--- src/rtl/tone_meter.sv ---
// ============================================================================
// tone_meter
// ----------------------------------------------------------------------------
// Measures the half-period of a square-wave tone that arrives asynchronously
// to clk. The result is reported in the same "divider" encoding that the tone
// generator uses: a generator that toggles every D+1 clocks is measured as D.
//
// Optional feature (compile-time macro):
//   TONE_METER_MATCH_FILTER_EN
//      defined   : two consecutive equal samples are needed before the
//                  measurement locks (and before it re-locks after a change).
//      undefined : every sample taken in ARM or MEAS loads the divider and
//                  locks at once. In LOCK a differing sample reloads the
//                  divider and the meter stays locked.
//
// Parameters:
//   SYNC_STAGES : number of input synchronizer flops, legal range 2..4.
//
// Ports:
//   clk      in   1   system clock, all state changes on its rising edge
//   reset    in   1   synchronous, active-high reset
//   audio_in in   1   square-wave tone, asynchronous to clk
//   divider  out  16  measured half-period minus one, in clk cycles
//   valid    out  1   high while divider holds a locked measurement
//   update   out  1   one-cycle pulse whenever divider is loaded
//   no_tone  out  1   high while no edges are being received (IDLE)
// ============================================================================
module tone_meter #(
   parameter int SYNC_STAGES = 2
) (
   input  logic        clk,
   input  logic        reset,
   input  logic        audio_in,
   output logic [15:0] divider,
   output logic        valid,
   output logic        update,
   output logic        no_tone
);

   // ------------------------------------------------------------------------
   // Input synchronizer plus one extra flop for edge detection
   // ------------------------------------------------------------------------
   logic [SYNC_STAGES-1:0] r_sync;
   logic [SYNC_STAGES-1:0] w_sync_d;
   logic                   r_edge_ff;
   logic                   w_edge;

   // Shift-register input vector built per stage so the whole chain is
   // updated from a single sequential process.
   generate
      for (genvar gi = 0; gi < SYNC_STAGES; gi++) begin : g_sync
         if (gi == 0) begin : g_first
            assign w_sync_d[gi] = audio_in;
         end else begin : g_rest
            assign w_sync_d[gi] = r_sync[gi-1];
         end
      end
   endgenerate

   always_ff @(posedge clk) begin
      if (reset) begin
         r_sync    <= '0;
         r_edge_ff <= 1'b0;
      end else begin
         r_sync    <= w_sync_d;
         r_edge_ff <= r_sync[SYNC_STAGES-1];
      end
   end

   // Both rising and falling transitions count: each one marks a half-period.
   assign w_edge = r_sync[SYNC_STAGES-1] ^ r_edge_ff;

   // ------------------------------------------------------------------------
   // Interval counter
   // ------------------------------------------------------------------------
   // Cleared in the edge cycle, so at the next edge it holds exactly the
   // number of clocks between edges minus one, i.e. the generator's divider.
   logic [15:0] r_cnt;
   logic        w_cnt_sat;
   logic [15:0] w_sample;

   assign w_cnt_sat = &r_cnt;
   assign w_sample  = r_cnt;

   always_ff @(posedge clk) begin
      if (reset) begin
         r_cnt <= '0;
      end else if (w_edge) begin
         r_cnt <= '0;
      end else if (!w_cnt_sat) begin
         r_cnt <= r_cnt + 16'd1;
      end
   end

   // ------------------------------------------------------------------------
   // Measurement FSM
   // ------------------------------------------------------------------------
   typedef enum logic [1:0] {
      IDLE = 2'd0,
      ARM  = 2'd1,
      MEAS = 2'd2,
      LOCK = 2'd3
   } state_t;

   state_t      r_state;
   state_t      w_state_next;
   logic [15:0] r_divider;
   logic [15:0] w_divider_next;
   logic        r_update;
   logic        w_update_next;
   logic        w_timeout;

   // An edge in the saturation cycle is a legal 16'hFFFF sample, so the
   // timeout only fires when no edge arrives alongside saturation.
   assign w_timeout = w_cnt_sat && !w_edge && (r_state != IDLE);

`ifdef TONE_METER_MATCH_FILTER_EN
   // Candidate sample awaiting confirmation by an equal follow-up sample.
   logic [15:0] r_cand;
   logic [15:0] w_cand_next;

   always_comb begin
      w_state_next   = r_state;
      w_divider_next = r_divider;
      w_update_next  = 1'b0;
      w_cand_next    = r_cand;

      case (r_state)
         IDLE: begin
            // First edge only marks a starting point; no interval yet.
            if (w_edge) begin
               w_state_next = ARM;
            end
         end
         ARM: begin
            if (w_edge) begin
               w_cand_next  = w_sample;
               w_state_next = MEAS;
            end
         end
         MEAS: begin
            if (w_edge) begin
               if (w_sample == r_cand) begin
                  w_divider_next = w_sample;
                  w_update_next  = 1'b1;
                  w_state_next   = LOCK;
               end else begin
                  w_cand_next = w_sample;
               end
            end
         end
         LOCK: begin
            // A differing sample drops the lock but leaves the old divider
            // visible until a new value has been confirmed.
            if (w_edge && (w_sample != r_divider)) begin
               w_cand_next  = w_sample;
               w_state_next = MEAS;
            end
         end
         default: begin
            w_state_next = IDLE;
         end
      endcase

      if (w_timeout) begin
         w_state_next = IDLE;
      end
   end

   always_ff @(posedge clk) begin
      if (reset) begin
         r_cand <= '0;
      end else begin
         r_cand <= w_cand_next;
      end
   end
`else
   always_comb begin
      w_state_next   = r_state;
      w_divider_next = r_divider;
      w_update_next  = 1'b0;

      case (r_state)
         IDLE: begin
            // First edge only marks a starting point; no interval yet.
            if (w_edge) begin
               w_state_next = ARM;
            end
         end
         ARM, MEAS: begin
            if (w_edge) begin
               w_divider_next = w_sample;
               w_update_next  = 1'b1;
               w_state_next   = LOCK;
            end
         end
         LOCK: begin
            // Unfiltered: follow every change immediately while staying locked.
            if (w_edge && (w_sample != r_divider)) begin
               w_divider_next = w_sample;
               w_update_next  = 1'b1;
            end
         end
         default: begin
            w_state_next = IDLE;
         end
      endcase

      if (w_timeout) begin
         w_state_next = IDLE;
      end
   end
`endif

   always_ff @(posedge clk) begin
      if (reset) begin
         r_state   <= IDLE;
         r_divider <= '0;
         r_update  <= 1'b0;
      end else begin
         r_state   <= w_state_next;
         r_divider <= w_divider_next;
         r_update  <= w_update_next;
      end
   end

   // valid / no_tone are pure state decodes of a registered state, so they
   // change on the same clock as the state and need no extra flops.
   assign divider = r_divider;
   assign update  = r_update;
   assign valid   = (r_state == LOCK);
   assign no_tone = (r_state == IDLE);

endmodule

--- config.mk ---
export PLATFORM = sky130hd
export DESIGN_NAME = tone_meter
export DESIGN_NICKNAME = d
export VERILOG_FILES = /design/src/rtl/tone_meter.sv
export SDC_FILE = /design/constraint.sdc
export NUM_CORES = 1
export LEC_CHECK = 0
export CAP_MARGIN = 5
export CORE_MARGIN = 3
export CORE_UTILIZATION = 55
export DETAILED_ROUTE_END_ITERATION = 8
export PLACE_DENSITY = 0.78
export SLEW_MARGIN = 15
export SYNTH_ARGS = -nofsm -noshare
export SYNTH_HDL_FRONTEND = slang
export SYNTH_SLANG_ARGS = --single-unit
--- constraint.sdc ---
create_clock -name clk -period 2.3 [get_ports clk]
set_input_delay 0.46 -clock clk [delete_from_list [all_inputs] [get_ports clk]]
set_output_delay 0.46 -clock clk [all_outputs]
set_load 0.02 [all_outputs]
==> results.json <==
{
  "finalHoldViolCount": 0,
  "vdd.ir_drop.worst_mv": 0.381,
  "r2r-start": "r_state[1]$_SDFFE_PP0P_",
  "die-area_um2": 4210,
  "yosys_warnings": 0,
  "place_ws_ps": 367,
  "dpl.hpwl_mm": 3.06,
  "core_um2": 3180,
  "htreeDepth": 2,
  "wirelength_mm": 4.39,
  "avgSynthCellArea_um2": 8.41,
  "finalCriticalPeriod_ps": 2090,
  "final_layout_size_suffix_gt1_frac": 0.0658,
  "period_share": 0.908,
  "power.total_mw": 1.15,
  "power_leakage_nw": 0.708,
  "synth_edf_count": 0,
  "grt.total_usage": 0.233,
  "ys_ff_latch": 38,
  "relSlewSlack": 0.350,
  "grt_max_degree": 24,
  "io_buffers": 21,
  "wire_per_inst_um": 15.3,
  "critical_path_class": "flip-flop to output pin",
  "grt_pass1_wl_mm": 7.45,
  "pin_count": 22,
  "path_clk_slew_ps": 110,
  "initial_core_util": 0.600,
  "numCtsBuffers": 5,
  "overflow": 0,
  "synth_flop_cell": "dfxtp_1",
  "holdWs_ps": 451,
  "yosysTopAreaCell": "dfxtp_1",
  "netlist.area_leader.share": 0.399,
  "reg2reg_to": "divider[4]$_SDFFE_PP0P_",
  "first_iter_violations": 181,
  "insertedDiodeCount": 0,
  "insertion_delay_ps": 350,
  "end_kind": "output pin",
  "placed_cell_area_um2": 2090,
  "gp_congestion": 0.792,
  "synth_area_leaders": "dfxtp_1 (40%), nand2_1 (8.7%), xnor2_1 (8.3%)",
  "rrSetupSlack_ps": 330,
  "ff2ff_path_depth": 6,
  "first_pass_iters": 4,
  "fin_nets": 250,
  "synth_nets": 233,
  "cts_hold_buffers": 0,
  "crit_path_end": "valid",
  "layout_common_cells": "nand2_1 (44), dfxtp_1 (38), a21oi_1 (28)",
  "worstPathArrival_ps": 1630,
  "postCtsResizedCells": 0,
  "worst_setup_path_start_kind": "flip-flop",
  "fin_setup_tns_ps": 0,
  "clockBufferDepth": 2,
  "finClkSkew_ps": 8.61,
  "fmax_ghz": 0.479,
  "synth-seq-area-share": 0.399,
  "cp-startpoint": "r_state[1]$_SDFFE_PP0P_",
  "grt_antenna_before_repair": 0,
  "cap_violations": 0,
  "cts_root_buffer": "clkbuf_4",
  "worst_slack_ps": 212,
  "area_delta_synth_final_pct": 12.2,
  "vias_per_cell": 5.83,
  "slew_violations": 0,
  "rsz0062_at_grt": "no",
  "die-height_um": 64.9,
  "cts_setup_buffers": 0,
  "num_rows": 20,
  "crit_path_max_fanout": 6,
  "die_x_um": 64.9,
  "clkSinkCount": 38,
  "syn_area_um2": 1910,
  "vias": 1674,
  "status": "complete, no violations",
  "layout.cells.non_filler": 287,
  "final_util": 0.674,
  "async_flop_share": 0,
  "drc": 0,
  "synthDistinctLibCells": 43,
  "final_common_cell": "nand2_1",
  "cellPowerDensity_nw_per_um2": 538,
  "syn_inst": 227,
  "setup_viol": 0,
  "hold_path_class": "flip-flop to flip-flop",
  "place_inst": 281,
  "cts_tree": "built",
  "postLayoutCellArea_um2": 2140,
  "grt_pass1_vias": 1570,
  "ant_nets": 0,
  "required_ps": 1840,
  "worst_slew_pin_slew_ps": 972
}
## how the worst min path moves through the flow
stage | to | startpoint | cells past startpoint
final | r_sync[1]$_SDFF_PP0_ | r_sync[0]$_SDFF_PP0_ | 1
after global placement | r_sync[1]$_SDFF_PP0_ | r_sync[0]$_SDFF_PP0_ | 1
after detailed placement | r_sync[1]$_SDFF_PP0_ | r_sync[0]$_SDFF_PP0_ | 1
after CTS | r_sync[1]$_SDFF_PP0_ | r_sync[0]$_SDFF_PP0_ | 1
after global routing | r_sync[1]$_SDFF_PP0_ | r_sync[0]$_SDFF_PP0_ | 1
after floorplan | r_sync[1]$_SDFF_PP0_ | r_sync[0]$_SDFF_PP0_ | 1
## sequential cells by signal, indices dropped and copies added (netlist names)
name       flops
divider       16
r_edge_ff      1
r_state        2
r_sync         2
update         1
r_cnt         16
## report_power, final
part           internal [mW]  leakage [nW]  switching [mW]
logic                 0.0480         0.371          0.0758
registers              0.670         0.307          0.0137
clock network          0.138        0.0302           0.207
total                  0.856         0.708           0.296
## cell usage after synthesis (all sizes together) (2+ instances only)
library cell	instances
nand3	5
clkbuf	5
nor2	8
a31oi	2
buf	10
nor3	4
xnor2	18
inv	4
dfxtp	38
nand2b	2
nand2	45
and4	6
a21oi	28
a2111o	6
and2	4
and3	2
o21ai	11
nand4	10
ha	3
nor2b	3
## cells by family (layout without fill, tap and decap cells)
| family | after synthesis | after routing | synth area share |
|---|---|---|---|
| buffers and inverters | 19 | 35 | 0.0675 |
| muxes | 1 | 1 | 0.00525 |
| adders and majority gates | 3 | 3 | 0.0197 |
| and+or+nand+nor | 92 | 92 | 0.243 |
| xor gates and xnor gates | 19 | 19 | 0.0872 |
| AOI/OAI and AO/OA | 55 | 55 | 0.178 |
| DFF | 38 | 38 | 0.399 |
## worst max-delay path: stages (launching register included)
cell             delay (ps)
dfxtp_1                 370
ha_1                    270
clkdlybuf4s50_1         640
## cell type report
cell class,count,area [µm²]
inverter,4,15.0
clock buffer,6,51.3
multi-input combinational,170,1020
fill,280,1040
tap,44,55.1
timing repair buffer,25,240
sequential,38,761
## metal layers
metal	track usage	vias to the layer above	part of all wire
met2	0.361	44	0.47
li1	-	837	-
met3	0.0659	9	0.055
met4	0.0792	0	0.016
met1	0.311	784	0.46
met5	0	-	0
(Power assumes the default switching activity.)
